**config.mk**
```make
export PLATFORM = sky130hd
export DESIGN_NAME = cdm16_irq_ctrl_flat
export DESIGN_NICKNAME = d
export VERILOG_FILES = /design/src/rtl/cdm16_irq_pkg.sv /design/src/rtl/cdm16_irq_ctrl_if.sv /design/src/rtl/cdm16_irq_prio_enc.sv /design/src/rtl/cdm16_irq_ctrl.sv /design/src/flat_wrapper.sv
export SDC_FILE = /design/constraint.sdc
export NUM_CORES = 1
export LEC_CHECK = 0
export ABC_AREA = 1
export CORE_UTILIZATION = 52
export DETAILED_ROUTE_END_ITERATION = 8
export PLACE_DENSITY = 0.86
export RECOVER_POWER = 100
export REMOVE_ABC_BUFFERS = 1
export SETUP_SLACK_MARGIN = 0.1
export SLEW_MARGIN = 5
export SYNTH_ARGS = -nofsm -noshare
export SYNTH_HDL_FRONTEND = slang
export SYNTH_SLANG_ARGS = --single-unit
```
**constraint.sdc**
```tcl
create_clock -name input_clock -period 2.62 [get_ports input_clock]
set_clock_uncertainty 0.05 [all_clocks]
set_input_delay 0.393 -clock input_clock [delete_from_list [all_inputs] [get_ports input_clock]]
set_output_delay 0.393 -clock input_clock [all_outputs]
set_load 0.01 [all_outputs]
```
**src/rtl/cdm16_irq_pkg.sv**
```systemverilog
// Shared constants for the cdm16 interrupt controller: register offsets and
// the source-count limit used by the elaboration checks.
package cdm16_irq_pkg;

  // Byte offsets of the registers from BASE_ADDR
  localparam logic [3:0] REG_PEND   = 4'h0;
  localparam logic [3:0] REG_MASK   = 4'h2;
  localparam logic [3:0] REG_MODE   = 4'h4;
  localparam logic [3:0] REG_ACTIVE = 4'h6;
  localparam logic [3:0] REG_SWSET  = 4'h8;

  // Registers are 16 bits wide and int_vec offsets use a 4-bit index
  function automatic int max_nsrc();
    return 16;
  endfunction

endpackage

```
**src/rtl/cdm16_irq_ctrl_if.sv**
```systemverilog
// cdm16 memory-bus signals seen by a memory-mapped responder.
interface cdm16_irq_ctrl_if;
  logic [15:0] bus_address;
  logic        bus_mem;
  logic        bus_data;
  logic        bus_read;
  logic        bus_word;
  logic [15:0] bus_wdata;
  logic [15:0] bus_rdata;
  logic        bus_rdata_en;

  modport master (
    output bus_address, bus_mem, bus_data, bus_read, bus_word, bus_wdata,
    input  bus_rdata, bus_rdata_en
  );

  modport slave (
    input  bus_address, bus_mem, bus_data, bus_read, bus_word, bus_wdata,
    output bus_rdata, bus_rdata_en
  );
endinterface

```
**src/rtl/cdm16_irq_prio_enc.sv**
```systemverilog
// Fixed-priority encoder: lowest set index wins.
module cdm16_irq_prio_enc #(
  parameter int N = 8
) (
  input  logic [N-1:0] req,
  output logic         any,
  output logic [3:0]   idx
);

  // Scan from the top so the lowest set bit is the last assignment
  always_comb begin
    any = |req;
    idx = 4'd0;
    for (int i = N - 1; i >= 0; i--) begin
      if (req[i]) idx = 4'(i);
    end
  end

endmodule

```
**src/rtl/cdm16_irq_ctrl.sv**
```systemverilog
// cdm16 interrupt controller: synchronises external requests, latches them
// (edge) or follows them (level), masks, prioritises and presents a vector to
// the CPU. Also a memory-mapped register block on the cdm16 data bus.
module cdm16_irq_ctrl
  import cdm16_irq_pkg::*;
#(
  parameter int          NSRC      = 8,
  parameter logic [15:0] BASE_ADDR = 16'hFF00,
  parameter logic [5:0]  VEC_BASE  = 6'd16
) (
  input  logic            input_clock,
  input  logic            reset,
  input  logic [NSRC-1:0] src_irq,
  cdm16_irq_ctrl_if.slave bus,
  output logic            irq,
  output logic [5:0]      int_vec,
  input  logic            iack
);

  generate
    if (NSRC < 1 || NSRC > max_nsrc()) begin : g_bad_nsrc
      $error("cdm16_irq_ctrl: NSRC must be 1..16");
    end
    if (BASE_ADDR[3:0] != 4'h0) begin : g_bad_base
      $error("cdm16_irq_ctrl: BASE_ADDR must be 16-byte aligned");
    end
    if (int'(VEC_BASE) + NSRC - 1 > 63) begin : g_bad_vec
      $error("cdm16_irq_ctrl: VEC_BASE+NSRC-1 exceeds 63");
    end
  endgenerate

  // Bits at or above NSRC are forced to zero everywhere
  localparam logic [15:0] VALID = 16'((32'd1 << NSRC) - 32'd1);

  logic [15:0] sync0_q, sync1_q, s_q;
  logic [15:0] pend_q, mask_q, mode_q;
  logic        iack_q;

  logic [15:0] pend_d, mask_d, mode_d;
  logic [15:0] src16, s, rise, pend_vis, req;
  logic [15:0] wdat, wmsk, wbits, w1c, sw, iack_clr, word_rd;
  logic [2:0]  ridx;
  logic        hit, wr, wr_pend, wr_mask, wr_mode, wr_swset, iack_pulse;
  logic        enc_any;
  logic [3:0]  enc_idx;
  logic [15:0] active;

  assign src16 = 16'(src_irq);
  assign s     = sync1_q;
  assign rise  = s & ~s_q;

  // Edge bits come from the latch; level bits follow the synchronised line
  assign pend_vis = (pend_q & mode_q) | (s & ~mode_q);
  assign req      = pend_vis & mask_q;

  cdm16_irq_prio_enc #(.N(NSRC)) u_prio (
    .req (req[NSRC-1:0]),
    .any (enc_any),
    .idx (enc_idx)
  );

  assign irq     = enc_any;
  assign int_vec = enc_any ? (VEC_BASE + {2'b00, enc_idx}) : 6'd0;
  assign active  = {irq, 9'b0, int_vec};

  // Bus decode
  assign hit      = bus.bus_mem & bus.bus_data &
                    (bus.bus_address[15:4] == BASE_ADDR[15:4]);
  assign wr       = hit & ~bus.bus_read;
  assign ridx     = bus.bus_address[3:1];
  assign wr_pend  = wr & (ridx == REG_PEND[3:1]);
  assign wr_mask  = wr & (ridx == REG_MASK[3:1]);
  assign wr_mode  = wr & (ridx == REG_MODE[3:1]);
  assign wr_swset = wr & (ridx == REG_SWSET[3:1]);

  // Lane write data and byte mask; byte writes always carry data in wdata[7:0]
  always_comb begin
    if (bus.bus_word) begin
      wdat = bus.bus_wdata;
      wmsk = 16'hFFFF;
    end else if (bus.bus_address[0]) begin
      wdat = {bus.bus_wdata[7:0], 8'h00};
      wmsk = 16'hFF00;
    end else begin
      wdat = {8'h00, bus.bus_wdata[7:0]};
      wmsk = 16'h00FF;
    end
  end

  assign wbits = wdat & wmsk;

  // Register read mux, byte reads returned in the low byte
  always_comb begin
    word_rd = 16'h0000;
    case (ridx)
      REG_PEND[3:1]:   word_rd = pend_vis;
      REG_MASK[3:1]:   word_rd = mask_q;
      REG_MODE[3:1]:   word_rd = mode_q;
      REG_ACTIVE[3:1]: word_rd = active;
      default:         word_rd = 16'h0000;
    endcase
    if (!hit)                  bus.bus_rdata = 16'h0000;
    else if (bus.bus_word)     bus.bus_rdata = word_rd;
    else if (bus.bus_address[0]) bus.bus_rdata = {8'h00, word_rd[15:8]};
    else                       bus.bus_rdata = {8'h00, word_rd[7:0]};
  end

  assign bus.bus_rdata_en = hit & bus.bus_read;

  // One clear per rising IAck, aimed at whichever source is presented now
  assign iack_pulse = iack & ~iack_q;
  assign iack_clr   = (iack_pulse & enc_any) ? (16'd1 << enc_idx) : 16'h0000;
  assign w1c        = wr_pend  ? wbits : 16'h0000;
  assign sw         = wr_swset ? wbits : 16'h0000;

  // Next state of the software-visible registers
  always_comb begin
    mask_d = wr_mask ? (((mask_q & ~wmsk) | wbits) & VALID) : mask_q;
    mode_d = wr_mode ? (((mode_q & ~wmsk) | wbits) & VALID) : mode_q;
    // Latch only for bits that are edge both now and next; a level->edge
    // switch therefore starts from a clear latch. Sets are OR'd last so they
    // win over W1C and IAck in the same edge.
    pend_d = VALID & mode_q & mode_d &
             ((pend_q & ~w1c & ~iack_clr) | rise | sw);
  end

  // All state: synchroniser, edge history, registers, IAck history
  always_ff @(posedge input_clock) begin
    if (reset) begin
      sync0_q <= '0;
      sync1_q <= '0;
      s_q     <= '0;
      pend_q  <= '0;
      mask_q  <= '0;
      mode_q  <= '0;
      iack_q  <= 1'b0;
    end else begin
      sync0_q <= src16;
      sync1_q <= sync0_q;
      s_q     <= sync1_q;
      pend_q  <= pend_d;
      mask_q  <= mask_d;
      mode_q  <= mode_d;
      iack_q  <= iack;
    end
  end

endmodule

```
**src/flat_wrapper.sv**
```systemverilog
// flat-port wrapper written by rule: the top's interface ports become plain ports
module cdm16_irq_ctrl_flat import cdm16_irq_pkg::*;
#(
  parameter int          NSRC      = 8,
  parameter logic [15:0] BASE_ADDR = 16'hFF00,
  parameter logic [5:0]  VEC_BASE  = 6'd16
)
  (input_clock, reset, src_irq, irq, int_vec, iack, bus_bus_address, bus_bus_mem, bus_bus_data, bus_bus_read, bus_bus_word, bus_bus_wdata, bus_bus_rdata, bus_bus_rdata_en);
  cdm16_irq_ctrl_if bus_i ();
  input  logic input_clock;
  input  logic reset;
  input  logic [NSRC-1:0] src_irq;
  output logic irq;
  output logic [5:0] int_vec;
  input  logic iack;
  input wire logic [$bits(bus_i.bus_address)-1:0] bus_bus_address;
  input wire logic [$bits(bus_i.bus_mem)-1:0] bus_bus_mem;
  input wire logic [$bits(bus_i.bus_data)-1:0] bus_bus_data;
  input wire logic [$bits(bus_i.bus_read)-1:0] bus_bus_read;
  input wire logic [$bits(bus_i.bus_word)-1:0] bus_bus_word;
  input wire logic [$bits(bus_i.bus_wdata)-1:0] bus_bus_wdata;
  output wire logic [$bits(bus_i.bus_rdata)-1:0] bus_bus_rdata;
  output wire logic [$bits(bus_i.bus_rdata_en)-1:0] bus_bus_rdata_en;
  assign bus_i.bus_address = bus_bus_address;
  assign bus_i.bus_mem = bus_bus_mem;
  assign bus_i.bus_data = bus_bus_data;
  assign bus_i.bus_read = bus_bus_read;
  assign bus_i.bus_word = bus_bus_word;
  assign bus_i.bus_wdata = bus_bus_wdata;
  assign bus_bus_rdata = bus_i.bus_rdata;
  assign bus_bus_rdata_en = bus_i.bus_rdata_en;
  cdm16_irq_ctrl #(.NSRC(NSRC), .BASE_ADDR(BASE_ADDR), .VEC_BASE(VEC_BASE)) u_core (.input_clock(input_clock), .reset(reset), .src_irq(src_irq), .bus(bus_i), .irq(irq), .int_vec(int_vec), .iack(iack));
endmodule
```
==> results.yml <==
die:
  io_pins: 71
  dieArea_mm2: 0.00520
  die_w_um: 72.1
  die_h_um: 72.1
  start_util_pct: 54.1
  placementRows: 25
  coreArea_mm2: 0.00472
worst_setup_path:
  r2r_slack_ns: 0.74
  r2r-start: "u_core.mode_q[3]"
  r2r_cells: 11
  critPathMaxStageDelay_ns: 0.46
  startpoint_type: "input port"
  r2r-end: "u_core.pend_q[4]"
  end_kind: "output pin"
  cpMostUsedCell: "nand2_1"
  cp.arrival_ns: 2.06
  critPathKind: "input port to output pin"
  cp_slowest_cell: "clkdlybuf4s50_1"
  required_ns: 2.18
  path_cells: "clkdlybuf4s50_1 > nand2_1 > nor2_1 > nand2_1 > nor3_4 > nand3_1 > clkbuf_2 > a31oi_1 > dlygate4sd2_1"
  crit_fanout: 7
timing:
  hold_viol: 0
  fin_crit_ns: 2.51
  max_freq_mhz: 399
  drv_slew: 0
  period_share_pct: 95.7
  relSlewSlack_pct: 18.1
  setup_viol: 0
  rsz0062_at_grt: "true"
  tightest_slew_ns: 1.23
power:
  finalPower_uw: 1470
  combPwrFrac_pct: 10.5
  p_leak_uw: 0.00152
  clock_power_share_pct: 37.7
  p_per_area_mw_per_mm2: 441
  sequentialPowerShare_pct: 51.8
  switching_share_pct: 22.0
  intPower_uw: 1150
  vdd_ir_drop_max_mv: 0.378
  switchingPower_uw: 325
synthesis:
  yosys_warnings: 0
  avgSynthCellArea_um2: 6.66
  synthDistinctLibCells: 33
  yosysMostFrequentCell: "nand2_1"
  syn_inst: 384
  synthFlopType: "dfxtp_1"
  netlist_area_mm2: 0.00256
  synth_edf_count: 0
  synth-async-reset-ratio_pct: 0
  ys_ff_latch: 49
  yosysTopAreaCell: "dfxtp_1"
  synthTopCellsByArea: "dfxtp_1 (38%), nand2_1 (12%), inv_1 (11%)"
  synthTopCellsByCount: "nand2_1 (81), inv_1 (76), dfxtp_1 (49)"
  synth_top_area_share_pct: 38.4
  yosysSeqAreaShare_pct: 38.4
final_layout:
  fin_util_pct: 70.7
  antenna_cells: 0
  drive_gt1_share_pct: 11.4
  nFillCells: 397
  area_growth_pct: 30.6
  fin_nets: 503
clocking:
  ctsHoldBuffers: 0
  h-tree-depth: 2
  clkTransAtPathRegs_ns: 0.08
  cts_tree: "yes"
  cts.sinks: 49
  numCtsBuffers: 5
  clk-insertion-delay-late_ns: 0.30
  clockRootBuffer: "clkbuf_8"
  clockBufferDepth: 2
detailed_routing:
  vias: 2660
  antenna_left: 0
  via_per_inst: 5.08
  drc: 0
  drt_iter0_drc: 205
  wire_per_inst_um: 12.8
  drt_wl_total_um: 6710
  first_pass_iters: 4
min_path:
  holdPathEnd: "u_core.s[2]"
  hold_depth: 2
  min_path_type: "flip-flop to flip-flop"
  worstHoldStart: "u_core.sync0_q[2]"
global_routing:
  grtUsageTotal_pct: 25.6
  grt_pass1_wl_um: 10200
  grt-ovfl-total: 0
  antenna_found_initial: 0
  grt_max_degree: 28
  grt_pass1_vias: 2377
flow_run:
  cap_viol_max_count: 0
place:
  dpl.hpwl_um: 4600
  globalplace.congestion: 0.870
  placement.io_buffers: 53
run_status:
  outcome: "finished clean"
how the worst max path moves through the flow:
stage,from,to,cells past startpoint
final,bus_bus_address[8],bus_bus_rdata[4],9
after global routing,u_core.mode_q[3],bus_bus_rdata[1],9
after CTS,u_core.s[0],bus_bus_rdata[15],9
after detailed placement,bus_bus_address[8],bus_bus_rdata[2],9
after global placement,bus_bus_address[13],bus_bus_rdata[4],9
after floorplan,u_core.mode_q[7],bus_bus_rdata[0],14
critical path: cells and delay by family:
kind / cells / cell delay, ns
buf+inv: 3 / 0.96
compound gates: 1 / 0.24
simple gates: 5 / 0.48
through the flow:
step / instance area, um^2 / hold WS [ns] / instances / worst slack (ns) / setup TNS [ns]
floorplan: 2460 / 0.338 / 374 / 0.765 / 0
global placement: 3230 / 0.339 / 513 / -0.0882 / -0.420
detailed placement: 3230 / 0.347 / 513 / -0.0914 / -0.356
CTS: 3340 / 0.359 / 521 / 0.109 / 0
global route: 3340 / 0.378 / 524 / 0.0226 / 0
finish: 3340 / 0.357 / 524 / 0.113 / 0
metal layers:
layer,up-vias,GRT usage [%],share of wire [%]
met1,1211,30.8,41
met5,-,0,0
li1,1313,-,-
met3,16,4.86,7.6
met2,120,43.8,49
met4,0,12.4,2.3
timing repair:
| item | CTS | global route |
|---|---|---|
| setup endpoints to repair | 10 | 9 |
| resized for setup | 11 | 14 |
| pin swaps | 0 | 2 |
| setup buffers | 0 | 3 |
cells by family (layout without fill, tap and decap cells):
logic type / count (synthesis) / after routing / synth area share, %
other: 1 / 9 / 0.147
buffers and inverters: 96 / 161 / 16.3
AND/OR/NAND/NOR: 174 / 174 / 30.2
AO/OA/AOI/OAI: 64 / 64 / 14.9
flip-flops: 49 / 49 / 38.4
cell usage in the layout, fill, tap and decap left out, types with 4 or more instances in the layout:
cell	count
a31oi_1	5
dfxtp_1	47
clkbuf_8	6
or2_2	5
a21oi_1	25
nand4_1	4
nand2_1	80
nand3_1	22
conb_1	9
clkdlybuf4s50_1	39
nor2_1	48
clkbuf_1	4
inv_1	77
buf_4	18
dlygate4sd2_1	8
o21ai_0	20
power by group through the flow:
stage               combinational [uW]  sequential [uW]  clock, uW
finish                             155              763        555
global route                       170              765        593
CTS                                156              763        561
detailed placement                 154              781          0
global placement                   151              780          0
floorplan                         59.6              780          0
layout make-up:
class	count	area, um^2	share of cell area [%]
Multi-Input combinational cell	247	1170	35.1
Sequential cell	49	983	29.4
Timing Repair Buffer	75	689	20.6
Tap cell	67	83.8	2.51
Inverter	78	293	8.77
Clock inverter	1	30.0	0.899
Clock buffer	7	86.3	2.59
No activity file was read; power rests on OpenSTA's default activity.
